## config.mk

```make
export PLATFORM = sky130hd
export DESIGN_NAME = tic_tac_referee
export DESIGN_NICKNAME = d
export VERILOG_FILES = /design/src/rtl/tic_tac_pkg.sv /design/src/rtl/tic_tac_referee_line_check.sv /design/src/rtl/tic_tac_referee.sv
export SDC_FILE = /design/constraint.sdc
export NUM_CORES = 1
export LEC_CHECK = 0
export BUFFER_PORTS_ARGS = -buffer_cell sky130_fd_sc_hd__buf_2
export CORE_ASPECT_RATIO = 0.9
export CORE_UTILIZATION = 60
export DETAILED_ROUTE_END_ITERATION = 16
export PLACE_DENSITY = 0.83
export SYNTH_ARGS = -nofsm -noshare
export SYNTH_HDL_FRONTEND = slang
export SYNTH_HIERARCHICAL = 1
export SYNTH_SLANG_ARGS = --single-unit
export TNS_END_PERCENT = 1
```

## constraint.sdc

```tcl
create_clock -name clock -period 5.6 [get_ports clock]
set_input_delay 1.12 -clock clock [delete_from_list [all_inputs] [get_ports clock]]
set_output_delay 1.12 -clock clock [all_outputs]
set_load 0.1 [all_outputs]
```

## src/rtl/tic_tac_pkg.sv

```systemverilog
// rtl/tic_tac_pkg.sv - shared cell/state encodings, line table and board helpers
package tic_tac_pkg;

  typedef enum logic [1:0] {
    EMPTY = 2'b00,
    HUMAN = 2'b01,
    COMP  = 2'b10
  } cell_t;

  typedef enum logic [2:0] {
    PLAY  = 3'd0,
    HWIN  = 3'd1,
    CWIN  = 3'd2,
    DRAW  = 3'd3,
    ERROR = 3'd4
  } game_state_t;

  // Rows, columns, diagonals; squares numbered row-major from 1 at top-left.
  localparam logic [3:0] LINE_TBL [0:7][0:2] = '{
    '{4'd1, 4'd2, 4'd3},
    '{4'd4, 4'd5, 4'd6},
    '{4'd7, 4'd8, 4'd9},
    '{4'd1, 4'd4, 4'd7},
    '{4'd2, 4'd5, 4'd8},
    '{4'd3, 4'd6, 4'd9},
    '{4'd1, 4'd5, 4'd9},
    '{4'd3, 4'd5, 4'd7}
  };

  function automatic logic in_range(input logic [3:0] sq);
    return (sq >= 4'd1) && (sq <= 4'd9);
  endfunction

  function automatic logic [1:0] cell_at(input logic [17:0] b, input logic [3:0] sq);
    logic [1:0] c;
    c = EMPTY;
    for (int k = 1; k <= 9; k++) begin
      if (sq == 4'(k)) c = b[2*k-2 +: 2];
    end
    return c;
  endfunction

  function automatic logic [17:0] put_mark(input logic [17:0] b, input logic [3:0] sq,
                                           input cell_t who);
    logic [17:0] r;
    r = b;
    for (int k = 1; k <= 9; k++) begin
      if (sq == 4'(k)) r[2*k-2 +: 2] = who;
    end
    return r;
  endfunction

  function automatic logic board_full(input logic [17:0] b);
    logic full;
    full = 1'b1;
    for (int k = 1; k <= 9; k++) begin
      if (b[2*k-2 +: 2] == EMPTY) full = 1'b0;
    end
    return full;
  endfunction

endpackage

```

## src/rtl/tic_tac_referee_line_check.sv

```systemverilog
// rtl/tic_tac_referee_line_check.sv - reports whether a player owns any of the 8 lines
module tic_tac_line_check
  import tic_tac_pkg::*;
(
  input  logic [17:0] i_board,
  input  cell_t       i_player,
  output logic        o_owns
);

  always_comb begin
    o_owns = 1'b0;
    for (int l = 0; l < 8; l++) begin
      if ((cell_at(i_board, LINE_TBL[l][0]) == i_player) &&
          (cell_at(i_board, LINE_TBL[l][1]) == i_player) &&
          (cell_at(i_board, LINE_TBL[l][2]) == i_player))
        o_owns = 1'b1;
    end
  end

endmodule

```

## src/rtl/tic_tac_referee.sv

```systemverilog
// rtl/tic_tac_referee.sv - tic-tac-toe referee: validates one human+computer round per step
module tic_tac_referee
  import tic_tac_pkg::*;
#(
  parameter int CHECK_WIN = 1
) (
  input  logic        clock,
  input  logic        reset,
  input  logic        newGame,
  input  logic        step,
  input  logic [3:0]  hMove,
  input  logic [3:0]  cMove,
  input  logic        win,
  output logic [17:0] board,
  output logic [3:0]  moveCount,
  output logic [2:0]  gameState,
  output logic        gameOver,
  output logic [3:0]  errSquare,
  output logic        winMismatch
);

  logic [17:0]  r_board;
  logic [3:0]   r_count;
  game_state_t  r_state;
  logic         r_over;
  logic [3:0]   r_err;
  logic         r_mm;

  logic         w_h_ok;
  logic         w_c_req;
  logic         w_c_ok;
  logic [17:0]  w_h_board;
  logic [17:0]  w_next_board;
  logic [1:0]   w_placed;
  logic         w_err;
  logic [3:0]   w_err_sq;
  logic         w_h_line;
  logic         w_c_line;
  logic [4:0]   w_sum;
  logic [3:0]   w_next_count;
  game_state_t  w_next_state;
  logic         w_mm_hit;

  assign w_h_ok    = in_range(hMove) && (cell_at(r_board, hMove) == EMPTY);
  assign w_c_req   = (cMove != 4'd0);
  // cMove != hMove makes the original board a valid emptiness check for the reply.
  assign w_c_ok    = in_range(cMove) && (cell_at(r_board, cMove) == EMPTY) && (cMove != hMove);
  assign w_h_board = put_mark(r_board, hMove, HUMAN);

  always_comb begin
    w_next_board = r_board;
    w_placed     = 2'd0;
    w_err        = 1'b0;
    w_err_sq     = 4'd0;
    if (!w_h_ok) begin
      w_err    = 1'b1;
      w_err_sq = hMove;
    end else begin
      w_next_board = w_h_board;
      w_placed     = 2'd1;
      if (w_c_req && !w_c_ok) begin
        w_err    = 1'b1;
        w_err_sq = cMove;
      end else if (w_c_req) begin
        w_next_board = put_mark(w_h_board, cMove, COMP);
        w_placed     = 2'd2;
      end
    end
  end

  tic_tac_line_check u_human_line (
    .i_board  (w_next_board),
    .i_player (HUMAN),
    .o_owns   (w_h_line)
  );

  tic_tac_line_check u_comp_line (
    .i_board  (w_next_board),
    .i_player (COMP),
    .o_owns   (w_c_line)
  );

  assign w_sum        = {1'b0, r_count} + {3'b000, w_placed};
  assign w_next_count = (w_sum > 5'd9) ? 4'd9 : w_sum[3:0];
  assign w_mm_hit     = (CHECK_WIN != 0) && (win != w_c_line);

  always_comb begin
    w_next_state = PLAY;
    if (w_err)                       w_next_state = ERROR;
    else if (w_c_line)               w_next_state = CWIN;
    else if (w_h_line)               w_next_state = HWIN;
    else if (board_full(w_next_board)) w_next_state = DRAW;
  end

  always_ff @(posedge clock or posedge reset) begin
    if (reset) begin
      r_board <= '0;
      r_count <= '0;
      r_state <= PLAY;
      r_over  <= 1'b0;
      r_err   <= '0;
      r_mm    <= 1'b0;
    end else if (newGame) begin
      r_board <= '0;
      r_count <= '0;
      r_state <= PLAY;
      r_over  <= 1'b0;
      r_err   <= '0;
      r_mm    <= 1'b0;
    end else if (step && (r_state == PLAY)) begin
      r_board <= w_next_board;
      r_count <= w_next_count;
      r_state <= w_next_state;
      r_over  <= (w_next_state != PLAY);
      if (w_err)    r_err <= w_err_sq;
      if (w_mm_hit) r_mm  <= 1'b1;
    end
  end

  assign board       = r_board;
  assign moveCount   = r_count;
  assign gameState   = r_state;
  assign gameOver    = r_over;
  assign errSquare   = r_err;
  assign winMismatch = r_mm;

endmodule

```

==> impl_metrics.tcl <==
set metrics [dict create \
    die_width_um 77.3 \
    initial_standard_cell_utilization_of_the_core_pct 62.9 \
    timing_hold_violations_final 0 \
    grt_first_pass_wirelength_mm 15.2 \
    buffer_count_from_post_cts_setup_fixing 0 \
    cts_inserted_buffers 5 \
    drt_iter0_drc 303 \
    final-max-slew-violation-count 0 \
    wl_per_cell_um 18.1 \
    remaining_drc_errors 0 \
    io_pins 44 \
    setup_viol_count_final 0 \
    powerDensity_nw_per_um2 220 \
    synthArstFlopShare_pct 100 \
    antenna_found_initial 0 \
    cp_common_cell "sky130_fd_sc_hd__or4_1" \
    core.rowCount 24 \
    clock_edge_transition_at_the_registers_on_the_reported_setup_and_hold_paths_ns 0.07 \
    layout-drive-gt1-share_pct 21.4 \
    first_global_vias 2978 \
    gr-max-usage-layer "met2" \
    grtUsageTotal_pct 35.7 \
    finalCritPeriodShare_pct 86.6 \
    area_growth_pct 13.9 \
    worst_pin_slew_ns 0.897 \
    maxSlewHeadroom_pct 39.4 \
    aggregate_negative_setup_slack_ns 0 \
    vias 3313 \
    place_hpwl_mm 6.72 \
    place_inst 506 \
    cp.arrival_ns 5.05 \
    global_route.overflow_total 0 \
    finish.cell_count_without_fillers 514 \
    critical_path_s_slowest_cell "sky130_fd_sc_hd__or4_1" \
    hold_ws_ns 0.511 \
    globalRouteMet1Util_pct 50.0 \
    rsz_0062_raised_after_global_routing "false" \
    clock_latency_ns 0.28 \
    crit_path_capture_type "register" \
    layout.filler_cells 415 \
    vias_per_cell 6.45 \
    slowest_delay_ns 0.59 \
    cts_resized 0 \
    number_of_hold_buffers_added_after_cts 0 \
    ffs_latches_synth 31 \
    htree_levels 2 \
    fmax_mhz 206 \
    critPathMaxFanout 16 \
    status "finished clean" \
    postSynth.topFlopCell "sky130_fd_sc_hd__dfrtp_1" \
    io_buffer_count 43 \
    max_cap_violations 0 \
    timing.clock.skew_ns 0.00688 \
    cts.root.buffer_cell "sky130_fd_sc_hd__clkbuf_8" \
    dieHeight_um 69.7 \
    crit_chain "buf_2 -> or4_1 -> o21ai_1 -> o21a_1 -> nand2_1 -> nor2_1 -> a21o_1 -> nor4_1 -> a31oi_1 -> o22ai_1 -> or4_1 -> or4_4 -> o221ai_2" \
    synth_edf_count 0 \
    synth_cells 381 \
    crit_family "simple AND/OR/NAND/NOR gates" \
    required_ns 5.80 \
    place.gp.congestion 0.975 \
    antenna_left 0 \
    worst_ir_drop_vdd_uv 194 \
    syn_avg_cell_area_um2 8.03 \
    synth-warning-count 6 \
    hp-class "register to register" \
    ys_seq_area_share_pct 25.4 \
    leakagePower_nw 1.72 \
    cp_num_buf_inv 1 \
    clock_sinks 31 \
    die_area_um2 5390 \
    count_of_different_cell_masters_after_synthesis 64 \
    startpoint_type "input pin" \
    finalWirelength_mm 9.33 \
    min_period_ns 4.85 \
    nNetsFinal 464 \
    core_region_area_um2 4860 \
    pin_count_of_the_biggest_net_entering_global_routing 34 \
    first_pass_iters 5 \
    use_met3_pct 5.00 \
    worstSetupPathType "input pin to register" \
    tritoncts "built" \
    synth.cell_area_um2 3060 \
    antennaDiodeCount 0 \
    globalRouteMet2Util_pct 56.8 \
    clock_tree_buf_depth 2 \
]
final cells by class:
| type | instances | area (um2) | share of cell area [%] |
|---|---|---|---|
| flip-flops and latches | 31 | 776 | 22.3 |
| clock inverters | 2 | 35.0 | 1.01 |
| repair buffers | 46 | 238 | 6.82 |
| well taps | 65 | 81.3 | 2.33 |
| inverters | 6 | 22.5 | 0.646 |
| multi-input cells | 358 | 2250 | 64.6 |
| clock buffers | 6 | 82.6 | 2.37 |
placed cells by master (no fill, tap or decap), drive strengths merged, types with 8 or more instances in the layout:
cell    Yosys  layout
dfrtp      31      31
a31oi      12      12
nor4b       8       8
nor2       50      50
a21oi      29      29
nor4       13      13
or2        12      12
nand2       9       9
a211oi     11      11
o22ai      17      17
a21o       13      13
and3       26      26
conb        2      36
nor3       35      35
xor2       17      17
o21ai       9       9
buf        14      46
registers in the layout, summed over array words and instances (netlist names):
signal	count
board	18
errSquare	4
moveCount	4
gameState	3
gameOver	1
winMismatch	1
tightest hold or removal path, cell delays in order, from the launching register on:
cell	delay, ns
sky130_fd_sc_hd__dfrtp_1	0.35
sky130_fd_sc_hd__a21oi_1	0.04
sky130_fd_sc_hd__nor2_1	0.08
where the power goes:
group | leakage, nW | switching (mW) | internal, mW
Clock | 0.0612 | 0.0864 | 0.144
Sequential | 0.426 | 0.0108 | 0.235
Combinational | 1.23 | 0.214 | 0.0760
path summary, 6_finish.rpt:
path	endpoint	slack [ns]	cells after the start	startpoint
worst min register to register	winMismatch	0.51	2	winMismatch
worst min-delay path	winMismatch	0.51	2	winMismatch
worst max register to register	gameState[1]	1.31	12	board[15]
min in group asynchronous	winMismatch	0.91	3	reset
worst max-delay path	gameState[1]	0.75	13	hMove[1]
max in group asynchronous	board[13]	4.39	3	reset
kinds of logic (layout without fill, tap and decap cells):
| family | after synthesis | count (layout) | share of synthesized area [%] |
|---|---|---|---|
| adders and majority gates | 3 | 3 | 1.47 |
| AOI/OAI and AO/OA | 112 | 112 | 25.5 |
| and+or+nand+nor | 189 | 189 | 36.5 |
| muxes | 1 | 1 | 0.736 |
| other | 2 | 36 | 0.245 |
| xor gates and xnor gates | 17 | 17 | 4.87 |
| DFF | 31 | 31 | 25.4 |
| buffers and inverters | 26 | 60 | 5.28 |
synthesized netlist by cell type (6+ instances only):
cell / n / area, um2
sky130_fd_sc_hd__a211oi_1: 11 / 82.6
sky130_fd_sc_hd__or2_2: 11 / 68.8
sky130_fd_sc_hd__xor2_1: 17 / 149
sky130_fd_sc_hd__nor4_1: 10 / 62.6
sky130_fd_sc_hd__a21o_1: 12 / 90.1
sky130_fd_sc_hd__nand3_1: 6 / 30.0
sky130_fd_sc_hd__a21oi_1: 28 / 140
sky130_fd_sc_hd__nor4b_1: 7 / 61.3
sky130_fd_sc_hd__clkbuf_1: 6 / 22.5
sky130_fd_sc_hd__a31oi_1: 12 / 75.1
sky130_fd_sc_hd__nor2_1: 50 / 188
sky130_fd_sc_hd__o22ai_1: 15 / 93.8
sky130_fd_sc_hd__and3_2: 12 / 90.1
sky130_fd_sc_hd__dfrtp_1: 31 / 776
sky130_fd_sc_hd__nand2_1: 9 / 33.8
sky130_fd_sc_hd__nor3_1: 33 / 165
sky130_fd_sc_hd__o21ai_0: 8 / 40.0
sky130_fd_sc_hd__and3_1: 14 / 87.6
sky130_fd_sc_hd__inv_1: 6 / 22.5
sky130_fd_sc_hd__buf_4: 6 / 45.0
metrics by stage:
step | instance area (um2) | total power [mW] | util [%] | setup WS, ns
3_3_place_gp | 3370 | 0.528 | 69.2 | 0.688
2_1_floorplan | 3190 | 0.484 | - | 1.10
4_1_cts | 3480 | 0.764 | 71.6 | 0.791
5_1_grt | 3480 | 0.797 | 71.6 | 0.467
6_report | 3480 | 0.766 | 71.6 | 0.751
3_5_place_dp | 3370 | 0.534 | 69.2 | 0.504
routing by layer:
metal / vias to the layer above / share of wire (%)
met5: - / 0
met4: 0 / 1.7
li1: 1554 / -
met2: 188 / 46
met3: 14 / 9.2
met1: 1557 / 43
(Power assumes the default switching activity.)
